--- config.mk ---
export PLATFORM = sky130hd
export DESIGN_NAME = uart_tx
export DESIGN_NICKNAME = d
export VERILOG_FILES = /design/src/rtl/uart_tx_pkg.sv /design/src/rtl/uart_tx_serializer.sv /design/src/rtl/uart_tx.sv
export SDC_FILE = /design/constraint.sdc
export NUM_CORES = 1
export LEC_CHECK = 0
export CAP_MARGIN = 20
export CORE_ASPECT_RATIO = 1.75
export CORE_MARGIN = 3
export CORE_UTILIZATION = 35
export CTS_CLUSTER_SIZE = 16
export DETAILED_ROUTE_END_ITERATION = 7
export HOLD_SLACK_MARGIN = 0.12
export RECOVER_POWER = 50
export SLEW_MARGIN = 25
export SYNTH_ARGS = -nofsm -noshare
export SYNTH_HDL_FRONTEND = slang
export SYNTH_SLANG_ARGS = --single-unit
--- constraint.sdc ---
create_clock -name clk -period 1.5 [get_ports clk]
set_input_delay 0.375 -clock clk [delete_from_list [all_inputs] [get_ports clk]]
set_output_delay 0.375 -clock clk [all_outputs]
set_load 0.005 [all_outputs]
--- src/rtl/uart_tx_pkg.sv ---
// Shared types and line-level constants for the UART transmit path.
package uart_tx_pkg;

  typedef enum logic [2:0] {
    IDLE,
    START,
    DATA,
    PARITY,
    STOP
  } state_t;

  localparam int   IDX_W     = 3;

  localparam logic PAR_EVEN  = 1'b0;
  localparam logic PAR_ODD   = 1'b1;

  localparam logic LINE_IDLE = 1'b1;
  localparam logic START_BIT = 1'b0;
  localparam logic STOP_BIT  = 1'b1;

endpackage

--- src/rtl/uart_tx_serializer.sv ---
// MSB-first shift register feeding the transmit FSM one payload bit per cycle.
module uart_tx_serializer
  import uart_tx_pkg::*;
#(
  parameter int DATA_WIDTH = 8
) (
  input  logic                  clk,
  input  logic                  rst,
  input  logic                  load,
  input  logic                  shift_en,
  input  logic [DATA_WIDTH-1:0] par_data,
  output logic                  ser_data,
  output logic                  ser_done
);

  logic [DATA_WIDTH-1:0] r_shift;
  logic [IDX_W-1:0]      r_idx;
  logic                  r_started;

  // The first shift happens on the START edge so the MSB always holds the bit
  // the FSM registers next; r_started keeps that shift out of the DATA index.
  always_ff @(posedge clk) begin
    if (!rst) begin
      r_shift   <= '0;
      r_idx     <= '0;
      r_started <= 1'b0;
    end else if (load) begin
      r_shift   <= par_data;
      r_idx     <= '0;
      r_started <= 1'b0;
    end else if (shift_en) begin
      r_shift   <= {r_shift[DATA_WIDTH-2:0], 1'b0};
      r_started <= 1'b1;
      if (r_started) begin
        r_idx <= r_idx + 1'b1;
      end
    end
  end

  assign ser_data = r_shift[DATA_WIDTH-1];
  assign ser_done = r_started && (r_idx == IDX_W'(DATA_WIDTH - 1));

endmodule

--- src/rtl/uart_tx.sv ---
// UART transmitter: start bit, MSB-first payload, optional parity, stop bit,
// one bit per clk cycle with registered TX_OUT and Busy.
module uart_tx
  import uart_tx_pkg::*;
#(
  parameter int DATA_WIDTH = 8
) (
  input  logic                  clk,
  input  logic                  rst,
  input  logic [DATA_WIDTH-1:0] P_DATA,
  input  logic                  Data_Valid,
  input  logic                  PAR_EN,
  input  logic                  PAR_TYP,
  output logic                  TX_OUT,
  output logic                  Busy
);

  state_t r_state;
  logic   r_tx;
  logic   r_busy;
  logic   r_parEn;
  logic   r_parBit;

  logic   w_accept;
  logic   w_shiftEn;
  logic   w_serData;
  logic   w_serDone;

  assign w_accept  = (r_state == IDLE) && Data_Valid;
  assign w_shiftEn = (r_state == START) || (r_state == DATA);

  uart_tx_serializer #(
    .DATA_WIDTH(DATA_WIDTH)
  ) u_serializer (
    .clk      (clk),
    .rst      (rst),
    .load     (w_accept),
    .shift_en (w_shiftEn),
    .par_data (P_DATA),
    .ser_data (w_serData),
    .ser_done (w_serDone)
  );

  // Parity is resolved at accept time because the shift register consumes the
  // byte; the value equals the XOR of the latched byte and latched PAR_TYP.
  always_ff @(posedge clk) begin
    if (!rst) begin
      r_state  <= IDLE;
      r_tx     <= LINE_IDLE;
      r_busy   <= 1'b0;
      r_parEn  <= 1'b0;
      r_parBit <= PAR_EVEN;
    end else begin
      unique case (r_state)
        IDLE: begin
          if (Data_Valid) begin
            r_state  <= START;
            r_tx     <= START_BIT;
            r_busy   <= 1'b1;
            r_parEn  <= PAR_EN;
            r_parBit <= (^P_DATA) ^ (PAR_TYP == PAR_ODD);
          end else begin
            r_tx   <= LINE_IDLE;
            r_busy <= 1'b0;
          end
        end
        START: begin
          r_state <= DATA;
          r_tx    <= w_serData;
        end
        DATA: begin
          if (w_serDone) begin
            if (r_parEn) begin
              r_state <= PARITY;
              r_tx    <= r_parBit;
            end else begin
              r_state <= STOP;
              r_tx    <= STOP_BIT;
            end
          end else begin
            r_tx <= w_serData;
          end
        end
        PARITY: begin
          r_state <= STOP;
          r_tx    <= STOP_BIT;
        end
        STOP: begin
          r_state <= IDLE;
          r_tx    <= LINE_IDLE;
          r_busy  <= 1'b0;
        end
        default: begin
          r_state <= IDLE;
          r_tx    <= LINE_IDLE;
          r_busy  <= 1'b0;
        end
      endcase
    end
  end

  assign TX_OUT = r_tx;
  assign Busy   = r_busy;

endmodule

=== After elaboration in Yosys (flattened, before gate mapping) ===
Index checks and enable logic that the tools add are counted.

* Add/subtract/negate cells: 1
* Eq/ne operators: 6
* Muxes and demuxes: 12
* Bitwise operators: 2
* Reductions and logical operators: 11

{| class="wikitable"
|+ Operators by type and width
! operator !! count
|-
| $mux W8 || 2
|-
| $pmux W3 S4 || 1
|-
| $mux W3 || 3
|-
| $reduce_xor A8 Y1 || 1
|-
| $eq A3 B2 Y1 const B || 2
|-
| $reduce_and A2 Y1 || 3
|-
| $mux W1 || 4
|-
| $add A3 B1 Y3 const B || 1
|-
| $eq A3 B1 Y1 const B || 1
|-
| $eq A3 B3 Y1 const B || 1
|-
| $logic_not A3 Y1 || 1
|-
| $pmux W1 S3 || 1
|-
| $reduce_or A3 Y1 || 1
|-
| $logic_and A1 B1 Y1 || 2
|-
| $ne A2 B1 Y1 const B || 1
|-
| $ne A2 B2 Y1 const B || 1
|-
| $pmux W1 S2 || 1
|-
| $reduce_bool A2 Y1 || 1
|-
| $reduce_or A2 Y1 || 1
|-
| $logic_or A1 B1 Y1 || 1
|-
| $not A1 Y1 || 1
|-
| $xor A1 B1 Y1 || 1
|}

* Register bits: 19
* Input port bits: 13
* Output and inout port bits: 2
* Logic and storage cells: 40

=== Longest topological paths before layout ===
* Depth in word-level cells: 4
* Depth in mapped cells: 6
* Gate-level depth less buffers: 6

=== Modules after synthesis ===
Synthesis repeated with hierarchy kept, for this count alone.

* Cells, all modules: 101
* Area total of the unflattened synthesis: 1014.7 um2

{| class="wikitable"
|+ Modules (own cells, without submodules)
! module !! times used !! cells each !! area an instance (um2) !! sequential area each (um2)
|-
| uart_tx_serializer || 1 || 56 || 599.3 || 240.2
|-
| uart_tx || 1 || 45 || 415.4 || 140.1
|}

=== Least setup slack after synthesis ===
OpenSTA, ideal clock, no wires.

* Kind: register to register
* Start point: register r_state[0]
* End point: register r_parBit
* Library setup time: 120 ps
* Arrival: 1275 ps
* Required time: 1380 ps
* Slack: 106 ps
* Stages on the path, launching flop included: 5
* Path buffers: 1
* Period minus slack after synthesis: 1394 ps
* Path through: dfxtp_1 -> nor4b_4 -> buf_6 -> nor2_1 -> a211o_1

* Word-level cells in the longest chain between the ends: 2

{| class="wikitable"
|+ RTL lines
! item !! RTL line !! text
|-
| from (decl) || uart_tx.sv:18 || <nowiki>state_t r_state;</nowiki>
|-
| from (signal assigned) || uart_tx.sv:48 || <nowiki>r_state <= IDLE;</nowiki>
|-
| from (signal assigned) || uart_tx.sv:57 || <nowiki>r_state <= START;</nowiki>
|-
| from (signal assigned) || uart_tx.sv:68 || <nowiki>r_state <= DATA;</nowiki>
|-
| $logic_not A3 Y1 || uart_tx.sv:54 || <nowiki>unique case (r_state)</nowiki>
|-
| $reduce_and A2 Y1 (no source line) || n/a ||
|-
| to (signal assigned) || uart_tx.sv:61 || <nowiki>r_parBit <= (^P_DATA) ^ (PAR_TYP == PAR_ODD);</nowiki>
|-
| to (decl) || uart_tx.sv:22 || <nowiki>logic r_parBit;</nowiki>
|}

No other way between the ends.
A chain may end at the register's enable or synchronous reset.

=== Worst setup path after layout ===
* Start point: input PAR_TYP
* End point: register r_parBit

* Word-level cells in the longest chain between the ends: 1

{| class="wikitable"
|+ RTL lines
! item !! RTL line !! text
|-
| from (decl) || uart_tx.sv:13 || <nowiki>input logic PAR_TYP,</nowiki>
|-
| $xor A1 B1 Y1 || uart_tx.sv:61 ||
|}

No other way between the ends.

==> results.sh <==
export IMPL_fillers=235
export IMPL_layout_drive_gt1_share_pct=16.9
export IMPL_fmax_ghz=0.681
export IMPL_startpoint_type="input port"
export IMPL_arrival_ps=1620
export IMPL_drtIter0Drc=9
export IMPL_crit_type="input port to flip-flop"
export IMPL_initial_core_util_pct=37.3
export IMPL_critPathMaxStageDelay_ps=500
export IMPL_dp_hpwl_um=1380
export IMPL_finalPower_w=0.00128
export IMPL_multi_input_area_sq_um=566
export IMPL_rsz0062_at_grt="no"
export IMPL_dieArea_sq_um=3410
export IMPL_timing_final_crit_share_pct=97.9
export IMPL_syn_area_per_cell_sq_um=9.52
export IMPL_grt_pass1_wl_um=3120
export IMPL_cts_made_buffers=3
export IMPL_regArea_sq_um=382
export IMPL_status="complete, no violations"
export IMPL_wl_per_cell_um=12.0
export IMPL_path_clk_slew_ps=70
export IMPL_powerDensity_nw_per_um2=1010
export IMPL_worst_slew_pin_slew_ps=377
export IMPL_finalSetupViolCount=0
export IMPL_fin_util_pct=49.5
export IMPL_r2r_slack_ps=70
export IMPL_yosys_warnings=0
export IMPL_finalHoldViolations=0
export IMPL_yosysUniqueCellTypes=25
export IMPL_reg2reg_from="r_state[1]"
export IMPL_synth_cells=100
export IMPL_io_pins=15
export IMPL_h_tree_depth=1
export IMPL_place_congestion=0.724
export IMPL_crit_fanout=2
export IMPL_root_buffer="clkbuf_8"
export IMPL_crit_end="r_parBit"
export IMPL_clockBufferDepth=2
export IMPL_worstSkewPairLatency_ps=250
export IMPL_routed_wl_um=1800
export IMPL_synth_area_leaders="dfxtp_1 (40%), mux2i_1 (11%), nor2_1 (7.5%), a211oi_2 (5.3%), a211oi_1 (3.9%)"
export IMPL_grt_max_degree=15
export IMPL_whs_ps=477
export IMPL_setup_ws_ps=31.2
export IMPL_cts_setup_buffers=0
export IMPL_vias_per_cell=5.25
export IMPL_end_kind="flip-flop"
export IMPL_rows=24
export IMPL_synth_top_area_cell="dfxtp_1"
export IMPL_r2r_end="u_serializer.r_shift[3]"
export IMPL_synth_fp_nets=115
export IMPL_path_cells="clkdlybuf4s50_1 > xnor2_2 > xnor3_1 > a211o_1"
export IMPL_fin_worst_skew_ps=4.54
export IMPL_synth_yosys_seq_area_share_pct=39.9
export IMPL_syn_area_sq_um=952
export IMPL_cp_required_ps=1650
export IMPL_startpoint="PAR_TYP"
export IMPL_final_cell_mix="nor2_1 (19), dfxtp_1 (18), mux2i_1 (10)"
export IMPL_hold_depth=2
export IMPL_maxCapViolations=0
export IMPL_synthToLayoutAreaGrowth_pct=32.7
export IMPL_vias=787
export IMPL_critPathSlowestCell="clkdlybuf4s50_1"
export IMPL_layout_commonest_cell="nor2_1"
export IMPL_min_period_ps=1470
export IMPL_drv_slew=0
export IMPL_grtUsageTotal_pct=12.5
export IMPL_n_antenna_cell=0
export IMPL_first_pass_iters=4
export IMPL_die_x_um=45.4
export IMPL_hold_class="flip-flop to flip-flop"
export IMPL_coreArea_sq_um=2550
export IMPL_grt_overflow_total=0
export IMPL_die_h_um=75.0
export IMPL_clock_sinks=19
export IMPL_portBuffers=14
export IMPL_ys_seq_elements=19
export IMPL_cts_tree="built"
export IMPL_post_place_ws_ps=-351
export IMPL_grt_pass1_vias=751
export IMPL_detail_route_antenna_nets=0
export IMPL_antenna_found_initial=0
export IMPL_cts_hold_buf=0
export IMPL_final_nets=140
export IMPL_vdd_drop_max_v=0.000626
export IMPL_r2r_cells=4
export IMPL_max_slew_margin_pct=74.7
export IMPL_leakage_nw=0.548
export IMPL_route_detailed_drc=0
export IMPL_yosysTopAreaCellShare_pct=39.9
==> per-stage QoR <==
stage / cell area, sq um / TNS [ps] / cells
global placement: 1170 / -2530 / 145
floorplan: 952 / 0 / 100
CTS: 1230 / 0 / 149
global route: 1260 / 0 / 150
finish: 1260 / 0 / 150
detailed placement: 1170 / -2740 / 145
==> worst max-delay path: cells and delay by family <==
kind	cells	cell delay, ps
AO/OA/AOI/OAI	1	260
XOR/XNOR	2	480
buffers and inverters	1	500
==> power by group <==
part,switching (W),internal (W),leakage (nW)
Sequential,0.0000372,0.000557,0.157
Clock,0.000161,0.000189,0.0228
Combinational,0.000147,0.000186,0.369
Total,0.000345,0.000932,0.548
==> area by class of cell <==
cell class	instances	share of cell area, %
Tap cell	26	2.57
Inverter	3	0.891
Clock buffer	4	3.56
Multi-Input combinational cell	76	44.8
Timing Repair Buffer	22	18.0
Sequential cell	19	30.2
==> worst min-delay path by stage <==
stage                                  to                   from  slack (ps)
floorplan           u_serializer.r_idx[1]  u_serializer.r_idx[1]         460
global placement                     Busy                   Busy         460
detailed placement                   Busy                   Busy         470
CTS                                  Busy                   Busy         480
global route                         Busy                   Busy         510
finish                               Busy                   Busy         480
==> layer usage <==
layer	track usage, %	up-vias	wire length (um)
met3	2.15	5	56
met2	19.6	14	896
met4	6.84	0	43
met1	15.9	366	806
met5	0	-	0
li1	-	402	-
==> flip-flops by register name, summed over array words and instances (netlist names) <==
name                    flops
u_serializer.r_started      1
r_parBit                    1
u_serializer.r_shift        8
TX_OUT                      1
Busy                        1
u_serializer.r_idx          3
r_parEn                     1
r_state                     3
==> logic make-up (layout without fill, tap and decap cells) <==
logic type,after synthesis,count (layout),share of synthesized area (%)
AND/OR/NAND/NOR,32,32,16.7
AO/OA/AOI/OAI,25,25,19.4
flip-flops,19,19,39.9
multiplexers,10,10,10.5
XOR/XNOR,7,7,7.88
buffers and inverters,5,29,2.89
adder cells (fa/ha/maj),2,2,2.63
==> timing repair <==
action / CTS / global route
pin swaps: 1 / 2
hold endpoints to repair: 0 / 0
setup endpoints to repair: 1 / 6
resized for setup: 5 / 5
cloned: 0 / 1
==> synth_stat cells, drive strengths merged <==
cell type / n
xor2: 2
a21boi: 1
nand2: 5
a21oi: 6
and2: 1
o21ai: 6
clkinv: 1
nor2: 19
nor3b: 1
nand2b: 5
dfxtp: 19
xnor3: 1
nor4b: 1
a211oi: 9
inv: 2
xnor2: 4
ha: 2
a211o: 1
o21a: 1
mux2i: 10
buf: 2
o211a: 1
Power figures use the tool's default switching activity.
